--- config.mk ---
export PLATFORM = sky130hd
export DESIGN_NAME = dmem_bridge
export DESIGN_NICKNAME = d
export VERILOG_FILES = /design/src/rtl/dmem_pkg.sv /design/src/rtl/bus_timeout_ctr.sv /design/src/rtl/dmem_bridge.sv
export SDC_FILE = /design/constraint.sdc
export NUM_CORES = 1
export LEC_CHECK = 0
export CAP_MARGIN = 20
export CORE_ASPECT_RATIO = 1.1
export CORE_MARGIN = 3
export CORE_UTILIZATION = 45
export DETAILED_ROUTE_END_ITERATION = 6
export GPL_ROUTABILITY_DRIVEN = 0
export PLACE_DENSITY = 0.89
export RECOVER_POWER = 25
export SETUP_SLACK_MARGIN = 0.5
export SYNTH_ARGS = -nofsm -noshare
export SYNTH_HDL_FRONTEND = slang
export SYNTH_SLANG_ARGS = --single-unit
--- constraint.sdc ---
create_clock -name clk -period 5.83 [get_ports clk]
set_input_delay 0.8745 -clock clk [delete_from_list [all_inputs] [get_ports clk]]
set_output_delay 0.8745 -clock clk [all_outputs]
set_load 0.02 [all_outputs]
--- src/rtl/dmem_pkg.sv ---
// Shared types and constants for the data-memory bus bridge.
package dmem_pkg;

  localparam int CTR_W = 8;

  typedef enum logic [1:0] {
    IDLE    = 2'd0,
    RD_WAIT = 2'd1,
    WR_WAIT = 2'd2,
    DONE    = 2'd3
  } dmem_state_t;

  localparam logic [1:0] ERR_NONE    = 2'b00;
  localparam logic [1:0] ERR_ALIGN   = 2'b01;
  localparam logic [1:0] ERR_TIMEOUT = 2'b10;
  localparam logic [1:0] ERR_BUS     = 2'b11;

endpackage

--- src/rtl/bus_timeout_ctr.sv ---
// Bus wait-cycle counter: clears on demand, counts while enabled, and flags
// the last wait cycle allowed before the bridge gives up on the bus.
module bus_timeout_ctr
  import dmem_pkg::*;
#(
  parameter int TIMEOUT_CYCLES = 16
) (
  input  logic clk,
  input  logic rst,
  input  logic clr,
  input  logic en,
  output logic tc
);

  localparam logic [CTR_W-1:0] LAST = CTR_W'(TIMEOUT_CYCLES - 1);

  logic [CTR_W-1:0] cnt_q, cnt_d;

  always_comb begin
    cnt_d = cnt_q;
    if (clr) begin
      cnt_d = '0;
    end else if (en) begin
      cnt_d = cnt_q + 1'b1;
    end
  end

  always_ff @(posedge clk or negedge rst) begin
    if (!rst) begin
      cnt_q <= '0;
    end else begin
      cnt_q <= cnt_d;
    end
  end

  assign tc = en && (cnt_q == LAST);

endmodule

--- src/rtl/dmem_bridge.sv ---
// Bridges the core's single-cycle load/store strobes onto a multi-cycle ack bus,
// stalling the core until completion and keeping a sticky first-error status.
module dmem_bridge
  import dmem_pkg::*;
#(
  parameter int TIMEOUT_CYCLES = 16,
  parameter int ADDR_W         = 32,
  parameter int DATA_W         = 32
) (
  input  logic              clk,
  input  logic              rst,
  input  logic              mem_read,
  input  logic              mem_write,
  input  logic [ADDR_W-1:0] addr,
  input  logic [DATA_W-1:0] wdata,
  output logic [DATA_W-1:0] rdata,
  output logic              stall,
  output logic              err,
  input  logic              err_clr,
  output logic [1:0]        err_code,
  output logic              bus_req,
  output logic              bus_we,
  output logic [ADDR_W-1:0] bus_addr,
  output logic [DATA_W-1:0] bus_wdata,
  input  logic              bus_ack,
  input  logic              bus_err,
  input  logic [DATA_W-1:0] bus_rdata
);

  dmem_state_t       state_q, state_d;
  logic [DATA_W-1:0] rdata_q, rdata_d;
  logic              err_q, err_d;
  logic [1:0]        err_code_q, err_code_d;
  logic              bus_we_q, bus_we_d;
  logic [ADDR_W-1:0] bus_addr_q, bus_addr_d;
  logic [DATA_W-1:0] bus_wdata_q, bus_wdata_d;
  logic              new_err;
  logic [1:0]        new_code;
  logic              tmo_tc;

  // bus_req is a pure state decode so an asserted reset drops it at once.
  assign bus_req = (state_q == RD_WAIT) || (state_q == WR_WAIT);
  assign stall   = (mem_read || mem_write) && (state_q != DONE);

  bus_timeout_ctr #(
    .TIMEOUT_CYCLES(TIMEOUT_CYCLES)
  ) u_tmo (
    .clk(clk),
    .rst(rst),
    .clr(!bus_req),
    .en (bus_req),
    .tc (tmo_tc)
  );

  always_comb begin
    state_d     = state_q;
    rdata_d     = rdata_q;
    err_d       = err_q;
    err_code_d  = err_code_q;
    bus_we_d    = bus_we_q;
    bus_addr_d  = bus_addr_q;
    bus_wdata_d = bus_wdata_q;
    new_err     = 1'b0;
    new_code    = ERR_NONE;

    case (state_q)
      IDLE: begin
        if (mem_read || mem_write) begin
          if (addr[1:0] != 2'b00) begin
            new_err  = 1'b1;
            new_code = ERR_ALIGN;
            if (!mem_write) rdata_d = '0;
            state_d  = DONE;
          end else begin
            bus_addr_d  = {addr[ADDR_W-1:2], 2'b00};
            bus_wdata_d = wdata;
            bus_we_d    = mem_write;
            state_d     = mem_write ? WR_WAIT : RD_WAIT;
          end
        end
      end
      RD_WAIT, WR_WAIT: begin
        // An ack on the terminal cycle still counts as a completion.
        if (bus_ack) begin
          if (bus_err) begin
            new_err  = 1'b1;
            new_code = ERR_BUS;
            rdata_d  = '0;
          end else if (state_q == RD_WAIT) begin
            rdata_d = bus_rdata;
          end
          state_d = DONE;
        end else if (tmo_tc) begin
          new_err  = 1'b1;
          new_code = ERR_TIMEOUT;
          rdata_d  = '0;
          state_d  = DONE;
        end
      end
      DONE: state_d = IDLE;
      default: state_d = IDLE;
    endcase

    if (err_clr) begin
      err_d      = 1'b0;
      err_code_d = ERR_NONE;
    end
    // Only the first error since the last clear records its code.
    if (new_err) begin
      err_d = 1'b1;
      if (!err_q || err_clr) err_code_d = new_code;
    end
  end

  always_ff @(posedge clk or negedge rst) begin
    if (!rst) begin
      state_q     <= IDLE;
      rdata_q     <= '0;
      err_q       <= 1'b0;
      err_code_q  <= ERR_NONE;
      bus_we_q    <= 1'b0;
      bus_addr_q  <= '0;
      bus_wdata_q <= '0;
    end else begin
      state_q     <= state_d;
      rdata_q     <= rdata_d;
      err_q       <= err_d;
      err_code_q  <= err_code_d;
      bus_we_q    <= bus_we_d;
      bus_addr_q  <= bus_addr_d;
      bus_wdata_q <= bus_wdata_d;
    end
  end

  assign rdata     = rdata_q;
  assign err       = err_q;
  assign err_code  = err_code_q;
  assign bus_we    = bus_we_q;
  assign bus_addr  = bus_addr_q;
  assign bus_wdata = bus_wdata_q;

endmodule
# == Word-level counts from Yosys, hierarchy flattened ==
# Cells that the tools add are included.
# classes
reduce_logical,14
bitwise,1
n_eq_ne,10
addsub,1
n_mux,32
# op_table
cell,n
32-bit 2-to-1 mux,7
32-bit one-hot mux with 2 select lines,1
2-bit 2-to-1 mux,11
1-bit 2-to-1 mux,9
"8-bit by 1-bit adder with 8-bit output, second input constant",1
"8-bit by 4-bit == test with 1-bit output, second input constant",1
8-bit 2-to-1 mux,1
"2-bit inequality test, second input constant",4
2-bit one-hot mux with 3 select lines,1
6-bit AND reduction,1
2-bit nonzero test,3
"2-bit == test, second input constant",2
"4-bit inequality test, second input constant",1
2-bit one-hot mux with 2 select lines,1
1-bit logical OR,3
"3-bit inequality test, second input constant",1
3-bit AND reduction,1
"2-bit by 1-bit == test with 1-bit output, second input constant",1
1-bit logical AND,2
2-bit logical NOT,1
1-bit one-hot mux with 2 select lines,1
2-bit AND reduction,1
2-bit OR reduction,1
1-bit logical NOT,1
1-bit inverter,1
# word_totals
output_inout_bits,102
input_bits,103
regBits,108
elab_cells,66

# == Logic depth before layout (Yosys ltp) ==
# logic_depth
ltp_word,8
depth_mapped,8
ltp_nobuf,6

# == Hierarchy ==
# From an unflattened synthesis, not the netlist that was laid out.
# unflattened
cells_unflattened,354
area_unflattened_um2,4554.4
# by_module_without_submodules
mod,cells_each,area_each_um2,instances,seq_area_each_um2
dmem_bridge,314,4140.2,1,2502.4
bus_timeout_ctr,40,414.1,1,200.2

# == Worst setup path before layout ==
# Ideal clock, no wire load.
# synth_timing
path_type,register to register
startpoint,register state_q[0]
endpoint,"register rdata_q[0], in the netlist rdata[0]"
n_path_buf,1
setup_slack_ns,3.722
required_ns,5.751
arrival_ns,2.029
path_stages_with_launch,8
period_less_slack_ns,2.108
setup_ns,0.079
cell_sequence,dfrtp_1 -> inv_1 -> ha_1 -> inv_2 -> o22a_1 -> a211oi_4 -> buf_8 -> mux2i_1
# synth_via
elab_chain_cells,5
word_cells_on_any_way,14
cone_classes,eq/ne: 7; mux: 1; reduce/logical: 6
# synth_rtl
item,line_no,text
"start, declared",dmem_bridge.sv:30,"dmem_state_t state_q, state_d;"
"start signal, assigned",dmem_bridge.sv:125,state_q <= state_d;
2-bit by 1-bit == test with 1-bit output / 2-bit == test (equally long branches),dmem_bridge.sv:42,assign bus_req = (state_q == RD_WAIT) || (state_q == WR_WAIT);
1-bit logical OR *,dmem_bridge.sv:42,
net bus_req,dmem_bridge.sv:21,"output logic bus_req,"
1-bit logical AND *,bus_timeout_ctr.sv:36,assign tc = en && (cnt_q == LAST);
3-bit inequality test (no line) *,-,
6-bit AND reduction (no line) *,-,
"end signal, assigned",dmem_bridge.sv:126,rdata_q <= rdata_d;
"end, declared",dmem_bridge.sv:31,"logic [DATA_W-1:0] rdata_q, rdata_d;"
# The timed path passes the listed nets; every way through them passes the cells marked *.
# A chain may end at the register's enable or synchronous reset.

==> flow_metrics.tcl <==
set metrics [dict create \
    status "finished, violations left" \
    core_area_um2 9540 \
    grt_use_total 0.209 \
    ys_seq_elements 108 \
    cts_tree "done" \
    rsz0062_at_grt "no" \
    grt_max_degree 57 \
    wl_per_cell_um 17.0 \
    row_count 37 \
    cp-startpoint "rst" \
    reg2reg_slack_ps 3370 \
    cap_violations 1 \
    root_buffer "clkbuf_8" \
    diodes 0 \
    start_util 0.473 \
    path_depth 2 \
    fin_crit_ps 3280 \
    p_comb_frac 0.506 \
    power.switching_mw 1.21 \
    fin_skew_ps 12.8 \
    cpPeakStageDelay_ps 1930 \
    hold_viol 0 \
    synth-seq-area-share 0.600 \
    yosysWarnings 0 \
    fin_nets 660 \
    dpl_cell_area_um2 6600 \
    r2r-end "rdata[4]" \
    synth-main-ff-cell "dfrtp_1" \
    die_width_um 101 \
    synth_edf_count 0 \
    place_inst 657 \
    portBuffers 202 \
    cp_num_buf_inv 2 \
    path_cells "clkbuf_1 -> buf_4" \
    dr.pass1.iters 4 \
    swShare 0.362 \
    reg2reg_from "state_q[0]" \
    ys_top_cells_by_count "dfrtp_1 (108), mux2_2 (63), nand2_1 (39), inv_1 (36), mux2i_1 (33)" \
    postCtsSetupBuffers 0 \
    pwr-share-seq 0.347 \
    grt_pass1_wl_um 18600 \
    final_area_um2 6860 \
    ant_nets 0 \
    relSlewSlack -0.863 \
    wirelength_um 11400 \
    synth_top_area_cell "dfrtp_1" \
    p_clk_frac 0.147 \
    ctsResizeCount 0 \
    powerDensity_nw_per_um2 488 \
    cp-endpoint "err_code[1]" \
    final_layout_size_suffix_gt1_frac 0.162 \
    mappedNetlistArea_um2 4510 \
    viasPerCell 4.97 \
    power.internal_mw 2.14 \
    crit_family "buffers and inverters" \
    maxSlewViolCount 54 \
    drc 0 \
    cts.path.max_buffers 2 \
    cts.sink_count 108 \
    grt_pass1_vias 3712 \
    ios 205 \
    leakage_nw 2.90 \
    area_delta_synth_final_pct 52.2 \
    arrival_ps 3700 \
    first_iter_violations 131 \
    critPathRequiredTime_ps 6260 \
    finalSetupViolCount 0 \
    h-tree-depth 3 \
    synth.area.top_cells "dfrtp_1 (60%), mux2_2 (16%), mux2i_1 (7.3%), nand2_1 (3.2%), inv_1 (3.0%)" \
    critPathLaunchType "primary input" \
    peakVddDrop_mv 0.299 \
    overflow 0 \
    failed_checks "capacitance limit, slew limit" \
    finalNonFillerCells 673 \
    async_reset_ff_frac 1.00 \
    cp_max_fo 56 \
    num_vias 3343 \
    hp-class "reg2reg" \
    syn_area_per_cell_um2 12.9 \
    ctsHoldBuffers 0 \
    clk_latency_ps 360 \
    cts_made_buffers 9 \
    netlist_instances 349 \
    cpMaxStageDelayCell "clkbuf_1" \
    die_h_um 111 \
    tns_ps 0 \
    synth_top_area_frac 0.600 \
    reg2reg_depth 7 \
    power_mw 3.35 \
    clk_pin_slew_ps 100 \
    yosysMostFrequentCell "dfrtp_1" \
    max_freq_mhz 305 \
    max_slew.worst_pin.slew_ps 2790 \
    critPathKind "in2async" \
    post-route-period-util 0.562 \
    end_kind "asynchronous set/reset pin" \
    final.fill_count 698 \
    antenna_found_initial 0 \
    die-area_um2 11300 \
    hpwl_um 8650 \
    ys_types 39 \
]
[metrics by stage]
step                      setup WS [ps]  hold WS (ps)  utilization
after floorplan                    3720           425            -
after global placement             2460           437        0.692
after detailed placement           2370           446        0.692
after CTS                          2580           460        0.715
after global routing               1950           490        0.719
final                              2550           464        0.719
[cell families after synthesis]
kind of cell             Yosys count  synth area share
adder cells (fa/ha/maj)            4            0.0111
buffers and inverters             52            0.0544
flip-flops                       108             0.599
AND/OR/NAND/NOR                   66            0.0625
AO/OA/AOI/OAI                     17            0.0314
multiplexers                      96             0.231
XOR/XNOR                           5           0.00972
other                              1          0.000832
[registers in the layout, summed over array words and instances (netlist names)]
signal,flops
err,1
rdata,32
u_tmo.cnt_q,8
bus_wdata,32
bus_addr,30
err_code,2
bus_we,1
state_q,2
[power by group through the flow]
stage	logic [mW]	clock network, mW	registers [mW]
2_1_floorplan	0.680	0	1.47
3_3_place_gp	1.66	0	1.16
3_5_place_dp	1.70	0	1.18
4_1_cts	1.70	0.505	1.17
5_1_grt	1.81	0.542	1.20
6_report	1.69	0.492	1.16
[per-layer routing]
metal / wire, µm / part of all wire / vias up / global-route usage
met5: 0 / 0 / - / 0
met4: 221 / 0.019 / 0 / 0.0629
met3: 1220 / 0.11 / 21 / 0.0831
met2: 5750 / 0.50 / 151 / 0.348
met1: 4250 / 0.37 / 1620 / 0.248
li1: - / - / 1551 / -
[final cells by class]
cell class              count  area, µm²  area share
multi-input cells         190       1570       0.229
clock inverters             4       75.1      0.0109
repair buffers            207       2090       0.304
flip-flops and latches    108       2700       0.394
well taps                 117        146      0.0213
clock buffers              10        138      0.0201
inverters                  37        139      0.0202
[layout by cell type (no fill, tap or decap), types with 2 or more instances in the layout]
master	count
clkdlybuf4s50_1	201
dfrtp_1	108
mux2_2	63
nand2_1	39
inv_1	37
mux2i_1	33
nor2_1	11
clkbuf_8	10
nand3_1	4
ha_1	4
xnor2_1	3
buf_4	3
nor3_1	2
o221ai_1	2
o21ai_0	2
a21oi_1	2
xor2_1	2
conb_1	2
bufinv_16	2
clkinvlp_4	2
[how the worst min path moves through the flow]
stage	from	endpoint	slack [ps]	depth (start not counted)
final	u_tmo.cnt_q[0]	u_tmo.cnt_q[0]	460	1
after global placement	u_tmo.cnt_q[0]	u_tmo.cnt_q[0]	440	1
after CTS	u_tmo.cnt_q[0]	u_tmo.cnt_q[0]	460	1
after detailed placement	u_tmo.cnt_q[0]	u_tmo.cnt_q[0]	450	1
after floorplan	u_tmo.cnt_q[0]	u_tmo.cnt_q[0]	420	1
after global routing	u_tmo.cnt_q[0]	u_tmo.cnt_q[0]	490	1
(Power assumes the default switching activity.)
